[config.mk]
export PLATFORM = sky130hd
export DESIGN_NAME = acs_scheduler
export DESIGN_NICKNAME = d
export VERILOG_FILES = /design/src/rtl/acs_scheduler.sv
export SDC_FILE = /design/constraint.sdc
export NUM_CORES = 1
export LEC_CHECK = 0
export ABC_CLOCK_PERIOD_IN_PS = 2750
export BUFFER_PORTS_ARGS = -buffer_cell sky130_fd_sc_hd__buf_2
export CAP_MARGIN = 20
export CORE_MARGIN = 4
export CORE_UTILIZATION = 50
export CTS_CLUSTER_DIAMETER = 60
export DETAILED_ROUTE_END_ITERATION = 12
export PLACE_DENSITY = 0.76
export SYNTH_ARGS = -nofsm -noshare
export SYNTH_HDL_FRONTEND = slang
export SYNTH_SLANG_ARGS = --single-unit
[constraint.sdc]
create_clock -name clk -period 2.75 [get_ports clk]
set_input_delay 0.4125 -clock clk [delete_from_list [all_inputs] [get_ports clk]]
set_output_delay 0.4125 -clock clk [all_outputs]
set_load 0.1 [all_outputs]
[src/rtl/acs_scheduler.sv]
// rtl/acs_scheduler.sv - time-multiplexed ACS sequencer for the Viterbi decoder
// Walks all trellis states per symbol, double-buffers path metrics and normalizes them.
module acs_scheduler #(
   parameter int WD_DIST     = 2,
   parameter int WD_METR     = 8,
   parameter int SBITS       = 2,
   parameter int INIT_METR   = 64,
   parameter int NORM_THRESH = 128
) (
   input  logic               clk,
   input  logic               rst_n,
   input  logic               clr,
   input  logic               sym_valid,
   output logic               sym_ready,
   output logic [SBITS-1:0]   bm_state,
   input  logic [WD_DIST-1:0] dist0_in,
   input  logic [WD_DIST-1:0] dist1_in,
   output logic               acs_cmp_en,
   output logic [WD_DIST-1:0] acs_d0,
   output logic [WD_DIST-1:0] acs_d1,
   output logic [WD_METR-1:0] acs_pm0,
   output logic [WD_METR-1:0] acs_pm1,
   input  logic               acs_survivor,
   input  logic [WD_METR-1:0] acs_metric,
   output logic               surv_valid,
   output logic [SBITS-1:0]   surv_state,
   output logic               surv_bit,
   output logic               sym_done
);

   localparam int N  = 1 << SBITS;
   localparam int WW = $clog2(SBITS + 1);

   typedef enum logic [1:0] {IDLE, RUN, SWAP} state_t;

   state_t             state;
   state_t             state_nxt;
   logic [SBITS-1:0]   s;
   logic [SBITS:0]     s_dbl;
   logic [SBITS-1:0]   p0;
   logic [SBITS-1:0]   p1;
   logic [WD_METR-1:0] cur [N];
   logic [WD_METR-1:0] nxt [N];
   logic [WD_METR-1:0] min_metr;
   logic [WW-1:0]      warm;
   logic               do_norm;

   // Shuffle-exchange trellis: predecessors of s are 2s and 2s+1 modulo N.
   assign s_dbl   = {s, 1'b0};
   assign p0      = s_dbl[SBITS-1:0];
   assign p1      = p0 | SBITS'(1);
   assign do_norm = (min_metr >= WD_METR'(NORM_THRESH));

   always_ff @(posedge clk or negedge rst_n) begin
      if (!rst_n) state <= IDLE;
      else        state <= state_nxt;
   end

   always_comb begin
      state_nxt  = state;
      sym_ready  = 1'b0;
      surv_valid = 1'b0;
      sym_done   = 1'b0;
      acs_cmp_en = 1'b0;
      case (state)
         IDLE: begin
            sym_ready = 1'b1;
            if (sym_valid && !clr) state_nxt = RUN;
         end
         RUN: begin
            surv_valid = 1'b1;
            acs_cmp_en = (warm == WW'(SBITS));
            if (s == SBITS'(N - 1)) state_nxt = SWAP;
         end
         SWAP: begin
            sym_done  = 1'b1;
            state_nxt = IDLE;
         end
         default: state_nxt = IDLE;
      endcase
      if (clr) state_nxt = IDLE;
   end

   always_comb begin
      bm_state   = s;
      surv_state = s;
      surv_bit   = acs_survivor;
      acs_d0     = dist0_in;
      acs_d1     = dist1_in;
      acs_pm0    = cur[p0];
      acs_pm1    = cur[p1];
   end

   always_ff @(posedge clk or negedge rst_n) begin
      if (!rst_n)                     s <= '0;
      else if (clr || state != RUN)   s <= '0;
      else                            s <= s + SBITS'(1);
   end

   always_ff @(posedge clk or negedge rst_n) begin
      if (!rst_n) begin
         for (int i = 0; i < N; i++) cur[i] <= (i == 0) ? '0 : WD_METR'(INIT_METR);
         warm     <= '0;
         min_metr <= '1;
      end else if (clr) begin
         for (int i = 0; i < N; i++) cur[i] <= (i == 0) ? '0 : WD_METR'(INIT_METR);
         warm     <= '0;
         min_metr <= '1;
      end else if (state == RUN) begin
         if (acs_metric < min_metr) min_metr <= acs_metric;
      end else if (state == SWAP) begin
         // Subtract only when every metric clears the threshold, so no underflow.
         for (int i = 0; i < N; i++)
            cur[i] <= do_norm ? nxt[i] - WD_METR'(NORM_THRESH) : nxt[i];
         if (warm != WW'(SBITS)) warm <= warm + WW'(1);
         min_metr <= '1;
      end
   end

   always_ff @(posedge clk) begin
      if (state == RUN && !clr) nxt[s] <= acs_metric;
   end

endmodule
==> results of run 1 <==
[per-stage QoR]
step	hold WS, ns	area [um2]	instances
after global placement	0.448	3650	389
after detailed placement	0.448	3650	389
final	0.0599	3850	406
after CTS	0.271	3830	405
after floorplan	0.117	3430	295
after global routing	0.0867	3850	406
[final cells by class]
cell class	instances	area (um2)
clock inverter	4	46.3
multi-input combinational	179	1130
inverter	13	48.8
timing repair buffer	43	270
tap	77	96.3
fill	510	2640
clock buffer	12	135
sequential	78	2130
[worst register-to-register path, cell delays in order (launching register included)]
cell and delay [ns]:
dfstp_2 0.53, inv_1 0.04, ha_1 0.31, a211oi_2 0.27, o21ai_2 0.10, a2111oi_4 0.52
buf_4 0.25, mux2i_1 0.19
[power by group]
part           switching (mW)  internal (mW)
Clock                   0.383          0.418
Combinational           0.110         0.0442
Sequential             0.0107           1.23
[cell families after synthesis]
| group | count (synthesis) | share of synthesized area [%] |
|---|---|---|
| DFF | 78 | 62.0 |
| adders and majority gates | 12 | 4.38 |
| buffers and inverters | 38 | 4.93 |
| xor gates and xnor gates | 4 | 1.02 |
| muxes | 25 | 7.89 |
| and+or+nand+nor | 100 | 12.9 |
| AOI/OAI and AO/OA | 38 | 6.90 |
[sequential cells by signal, summed over array words and instances (netlist names)]
signal and flops:
cur 32, nxt 32, bm_state 2, min_metr 8, warm 2, state 2
[worst min-delay path by stage]
stage / to / slack (ns) / cells after the start
floorplan: bm_state[0] / 0.12 / 0
global placement: cur[22] / 0.45 / 2
detailed placement: cur[22] / 0.45 / 2
CTS: cur[1] / 0.27 / 1
global route: state[1] / 0.09 / 1
finish: state[1] / 0.06 / 1
[cell usage in the layout, fill, tap and decap left out, types with 2 or more instances in the layout]
cell	n
nand3b_1	3
o21ai_0	3
nor3_1	20
a211oi_1	5
xnor2_1	4
ha_1	12
or3_1	2
inv_1	12
nand2_1	57
buf_2	34
mux2_2	16
dfrtp_1	35
clkbuf_8	9
edfxtp_1	32
clkbuf_1	3
a21oi_1	27
mux2i_1	9
dfstp_2	11
and2_1	5
nor2_1	9
buf_4	7
clkinv_1	2
[routing by layer]
layer | part of all wire (%) | GRT usage [%] | vias to the layer above | routed length [um]
met4 | 1.2 | 7.54 | 0 | 76
li1 | - | - | 1059 | -
met5 | 0 | 0 | - | 0
met3 | 5.5 | 5.17 | 7 | 345
met1 | 44 | 20.1 | 1020 | 2750
met2 | 49 | 27.2 | 51 | 3070
==> impl_metrics.ini, run 1 <==
[outcome]
status = finished, final reports clean

[setup_path]
cp_top_family = flip-flops
critPathLaunch = bm_state[0]
endpoint_kind = output pin
reg2reg_to = min_metr[4]
crit_fanout = 17
path_class = reg2out
cpPeakStageDelay_ns = 0.83
cp_num_buf_inv = 1
crit_required_ns = 2.34
r2r_setup_slack_ns = 0.47
path_cells = mux2_2, buf_2
crit_arrival_ns = 1.90
rr_startpoint = min_metr[2]
startpoint_type = register
crit_end = acs_pm1[7]
worst_path_max_delay_cell = dfrtp_1
r2r_cells = 7
cp.depth = 2

[synth]
synth_cells = 295
synth_area_um2 = 3430
syn_area_per_cell_um2 = 11.6
yosysTopAreaCellShare_pct = 28.0
synthArstFlopShare_pct = 59.0
yosysTopAreaCell = edfxtp_1
synth_common_cells = 57 x nand2_1, 35 x dfrtp_1, 32 x edfxtp_1
ys_seq_area_share_pct = 62.0
yosys.cell_count.top_type = nand2_1
synthTopCellsByArea = edfxtp_1 28%, dfrtp_1 26%, dfstp_2 8.4%
synth-seq-cells = 78
yosysUniqueCellTypes = 28
yosysWarnings = 0
synth_ff_type = dfrtp_1
synthesis.nets = 324
synth_edf_count = 32

[placement]
hpwl_um = 4230
gp_congestion = 0.738
port_buffers = 35
preCtsSetupSlack_ns = 0.459

[grt]
grt_pass1_wl_um = 10700
antenna_found_initial = 0
grt_pass1_vias = 2224
grt_max_degree = 47
grt_use_total_pct = 16.6
grt_overflow = 0

[floorplanning]
start_util_pct = 52.8
die_w_um = 90.8
core_area_um2 = 6490
die_y_um = 90.8
io_pins = 46
dieArea_um2 = 8240
row_count = 29

[timing]
setup_ws_ns = 0.436
worst_pin_slew_ns = 0.757
period_needed_ns = 2.31
skew_ns = 0.00947
fmax_mhz = 432
rsz0062_at_grt = no
tns_ns = 0
setup_viol = 0
period_share_pct = 84.2
relSlewSlack_pct = 49.6
finalHoldViolations = 0
slew_viol_final = 0

[routing]
drtIter0Drc = 102
antenna_left = 0
vias = 2137
drt_pre_antenna_iters = 4
wl_um = 6230
route.detailed.drc = 0
via_per_inst = 5.26
wl_per_cell_um = 15.4

[flow_run]
max-cap-violations = 0

[cts]
cts_num_sinks = 78
ctsHoldBuffers = 0
clk_path_buf_depth = 2
cts_setup_buffers = 0
cts_resized = 0
cts.clk_slew.worst_paths_ns = 0.07
cts_root_buf = clkbuf_8
cts_tree = built
numCtsBuffers = 9
htree_levels = 3
clk_latency_ns = 0.34

[power]
total_power_mw = 2.19
vdd_drop_max_uv = 296
leakage_nw = 1.66
p_per_area_nw_per_um2 = 569

[final_layout]
utilization_pct = 59.4
area_growth_syn_to_layout_pct = 12.5
drive_gt1_share_pct = 25.8
antenna_cells = 0
nNetsFinal = 353

[worst_hold_path]
hold_class = in2async
Note: power is estimated with default switching activity, not from simulation.
==> run 2, diff against run 1 <==
--- a/config.mk
+++ b/config.mk
@@ -5,7 +5,7 @@
 export SDC_FILE = /design/constraint.sdc
 export NUM_CORES = 1
 export LEC_CHECK = 0
-export ABC_CLOCK_PERIOD_IN_PS = 2750
+export ABC_CLOCK_PERIOD_IN_PS = 2300
 export BUFFER_PORTS_ARGS = -buffer_cell sky130_fd_sc_hd__buf_2
 export CAP_MARGIN = 20
 export CORE_MARGIN = 4
==> constraint.sdc (replaced) <==
create_clock -name clk -period 2.3 [get_ports clk]
set_input_delay 0.345 -clock clk [delete_from_list [all_inputs] [get_ports clk]]
set_output_delay 0.345 -clock clk [all_outputs]
set_load 0.1 [all_outputs]
==> impl_metrics.ini, run 2 (synthesis results as in run 1) <==
[grt]
grt_pass1_wl_um = 11100
antenna_found_initial = 0
grt_overflow = 0
grt_use_total_pct = 17.5
grt_max_degree = 35
grt_pass1_vias = 2221

[final_layout]
final_common_cell = nand2_1
reg_top3 = cur x32, nxt x32, min_metr x8
nNetsFinal = 354
drive_gt1_share_pct = 27.9
final_cell_mix = 57 x nand2_1, 34 x buf_2, 33 x dfrtp_1
design_area_um2 = 3880
area_growth_syn_to_layout_pct = 13.2
utilization_pct = 59.7
antenna_cells = 0

[timing]
worst_pin_slew_ns = 0.815
relSlewSlack_pct = 45.7
tns_ns = 0
period_share_pct = 89.5
finalHoldViolations = 0
fmax_mhz = 486
skew_ns = 0.0133
slew_viol_final = 0
period_needed_ns = 2.06
rsz0062_at_grt = no
setup_viol = 0

[setup_path]
crit_required_ns = 2.57
path_class = reg2reg
endpoint_kind = register
startpoint_type = register
crit_fanout = 4
crit_arrival_ns = 2.32

[cts]
cts_root_buf = clkbuf_8
cts_resized = 0
cts_num_sinks = 78
cts.clk_slew.worst_paths_ns = 0.08
ctsHoldBuffers = 0
htree_levels = 3
cts_setup_buffers = 0
cts_tree = built
numCtsBuffers = 9
clk_latency_ns = 0.35
clk_path_buf_depth = 2

[outcome]
status = finished, final reports clean

[routing]
antenna_left = 0
wl_um = 6540
wl_per_cell_um = 16.1
route.detailed.drc = 0
vias = 2184
via_per_inst = 5.37
drtIter0Drc = 110
drt_pre_antenna_iters = 4

[floorplanning]
core_area_um2 = 6490
die_y_um = 90.8
start_util_pct = 52.8
die_w_um = 90.8
row_count = 29
io_pins = 46
dieArea_um2 = 8240

[placement]
port_buffers = 35
gp_congestion = 0.769
dpl_cell_area_um2 = 3670
hpwl_um = 4320

[flow_run]
max-cap-violations = 0

[worst_hold_path]
hold_class = in2async

[power]
p_per_area_nw_per_um2 = 705
vdd_drop_max_uv = 348
leakage_nw = 1.67
[run 2: metrics by stage]
stage          setup slack [ns]  std cells  hold slack, ns  power (mW)
2_1_floorplan            0.0506        295          0.0494        1.67
3_3_place_gp              0.320        391           0.448        1.69
3_5_place_dp              0.258        391           0.452        1.70
4_1_cts                   0.215        407          0.0989        2.75
5_1_grt                   0.144        407           0.129        2.84
6_report                  0.241        407          0.0947        2.74
[run 2: critical path: stages, from the launching register on]
cell       delay (ns)
dfstp_2          0.53
inv_1            0.04
ha_1             0.29
a211oi_2         0.23
o21ai_2          0.10
a2111oi_4        0.38
buf_4            0.21
mux2i_1          0.20
[run 2: cell type report]
cell class,instances,area (um2)
clock buffer,13,170
clock inverter,3,42.5
fill,501,2620
inverter,13,48.8
multi-input combinational,179,1130
sequential,78,2130
tap,77,96.3
timing repair buffer,44,258
[run 2: final timing paths]
check | end | slack, ns | from | cells after the start
worst max-delay path | min_metr[3] | 0.24 | min_metr[2] | 7
worst min-delay path | cur[27] | 0.09 | rst_n | 1
max in group asynchronous | cur[3] | 1.51 | rst_n | 2
worst max register to register | min_metr[3] | 0.24 | min_metr[2] | 7
worst min register to register | cur[14] | 0.48 | nxt[2][6] | 2
min in group clk | nxt[0][2] | 0.26 | acs_metric[2] | 1
[run 2: routing by layer]
metal / track usage (%) / share of wire (%)
met5: 0 / 0
met4: 8.54 / 2.4
met3: 5.58 / 5.6
met2: 27.5 / 48
met1: 21.9 / 44
[run 2: where the power goes]
part           switching (mW)  internal (mW)
Clock                   0.474          0.596
Combinational           0.130         0.0501
Sequential             0.0151           1.47
Total                   0.620           2.12
==> run 3, diff against run 2 <==
--- a/config.mk
+++ b/config.mk
@@ -8,7 +8,8 @@
 export ABC_CLOCK_PERIOD_IN_PS = 2300
 export BUFFER_PORTS_ARGS = -buffer_cell sky130_fd_sc_hd__buf_2
 export CAP_MARGIN = 20
-export CORE_MARGIN = 4
+export CORE_ASPECT_RATIO = 1.2
+export CORE_MARGIN = 5
 export CORE_UTILIZATION = 50
 export CTS_CLUSTER_DIAMETER = 60
 export DETAILED_ROUTE_END_ITERATION = 12
==> impl_metrics.ini, run 3 (synthesis results as in run 1) <==
[routing]
drt_pre_antenna_iters = 4
wl_met2_um = 3420
via_per_inst = 5.18
route.detailed.drc = 0
top_layer = met4
antenna_left = 0
wl_per_cell_um = 15.2
vias = 2172
drtIter0Drc = 84
wl_um = 6380
drt-met1-wl_um = 2580
wl_met3_um = 235

[cts]
cts_tree = built
clk_latency_ns = 0.34
numCtsBuffers = 9
cts_setup_buffers = 0
htree_levels = 3
cts.clk_slew.worst_paths_ns = 0.08
clk_path_buf_depth = 2
cts_num_sinks = 78
cts_root_buf = clkbuf_8

[worst_hold_path]
hold_class = in2async

[power]
p_sw_mw = 0.630
p_int_mw = 2.08
p_per_area_nw_per_um2 = 694
sw_frac_of_total_pct = 23.3
power_frac_comb_pct = 6.7
clkPwrFrac_pct = 38.6
total_power_mw = 2.71
vdd_drop_max_uv = 344
power_frac_seq_pct = 54.7
leakage_nw = 1.68

[grt]
grt_use_total_pct = 16.6
antenna_found_initial = 0
grt_pass1_vias = 2222
grt_pass1_wl_um = 10900
grt_max_degree = 54
grt_overflow = 0

[setup_path]
path_class = reg2out
startpoint_type = register
crit_required_ns = 1.96
rr_startpoint = min_metr[2]
r2r_setup_slack_ns = 0.22
r2r_cells = 7
endpoint_kind = output pin
crit_arrival_ns = 1.81
reg2reg_to = min_metr[7]
crit_fanout = 10

[final_layout]
final_cell_mix = 57 x nand2_1, 33 x dfrtp_1, 33 x buf_2
area_growth_syn_to_layout_pct = 14.0
final_common_cell = nand2_1
nNetsFinal = 356
drive_gt1_share_pct = 28.9
nFillCells = 606
antenna_cells = 0
reg_top3 = cur x32, nxt x32, min_metr x8

[floorplanning]
start_util_pct = 50.6
dieArea_um2 = 8620
core_area_um2 = 6770
row_count = 33
io_pins = 46
die_y_um = 101
die_w_um = 85.6

[flow_run]
max-cap-violations = 0

[timing]
worst_pin_slew_ns = 0.918
fmax_mhz = 463
relSlewSlack_pct = 38.8
finalHoldViolations = 0
period_needed_ns = 2.16
tns_ns = 0
slew_viol_final = 0
setup_viol = 0
skew_ns = 0.00743
period_share_pct = 93.8
rsz0062_at_grt = no
setup_ws_ns = 0.142

[outcome]
status = finished, final reports clean

[placement]
gp_congestion = 0.837
port_buffers = 35
preCtsSetupSlack_ns = 0.256
hpwl_um = 4100
-- run 3: cell types whose count changed in the layout (fill, tap and decap cells not counted) --
cell,previous run,this run
buf_2,34,33
buf_4,9,11
clkbuf_1,2,0
clkbuf_16,1,0
clkbuf_4,0,1
clkbuf_8,10,11
clkinv_2,1,2
clkinv_4,0,2
clkinvlp_4,1,0
-- run 3: worst max path at each step --
stage / start / to / depth (start not counted)
CTS: state[1] / acs_cmp_en / 4
floorplan: bm_state[0] / acs_pm0[1] / 3
finish: state[0] / acs_cmp_en / 4
global route: state[0] / acs_cmp_en / 4
global placement: min_metr[2] / min_metr[1] / 7
detailed placement: min_metr[2] / min_metr[1] / 7
-- run 3: per-layer routing --
metal  global-route usage (%)  vias to the layer above
met5                        0                        -
met4                     7.92                        0
met3                     4.01                       11
met2                     28.0                       35
met1                     20.0                     1065
li1                         -                     1061
-- run 3: repair_timing --
action                     in CTS  in global routing
resized for setup               0                  1
hold buffers                    0                  0
setup endpoints to repair       0                  1
-- run 3: through the flow --
stage / util [%] / instances / hold slack (ns) / instance area (um2)
2_1_floorplan: - / 295 / 0.0494 / 3430
3_3_place_gp: 54.6 / 403 / 0.443 / 3690
3_5_place_dp: 54.6 / 403 / 0.450 / 3690
4_1_cts: 57.6 / 419 / 0.138 / 3900
5_1_grt: 57.7 / 419 / 0.174 / 3910
6_report: 57.7 / 419 / 0.127 / 3910
-- run 3: critical path: stages, from the launching register on --
cell,delay (ns)
dfrtp_1,0.41
or2b_1,0.44
inv_1,0.14
and2_2,0.21
clkbuf_4,0.27
-- run 3: cell type report --
type | count | area (um2) | area share (%)
sequential | 78 | 2130 | 54.5
multi-input combinational | 179 | 1130 | 29.0
timing repair buffer | 46 | 275 | 7.05
clock buffer | 11 | 151 | 3.88
tap | 87 | 109 | 2.79
clock inverter | 5 | 57.6 | 1.47
inverter | 13 | 48.8 | 1.25
-- run 3: power groups by stage --
stage / clock network [mW] / registers, mW / logic (mW)
after floorplan: 0 / 1.51 / 0.155
after global placement: 0 / 1.51 / 0.177
after detailed placement: 0 / 1.51 / 0.181
after CTS: 1.06 / 1.48 / 0.182
after global routing: 1.13 / 1.49 / 0.197
final: 1.05 / 1.48 / 0.181
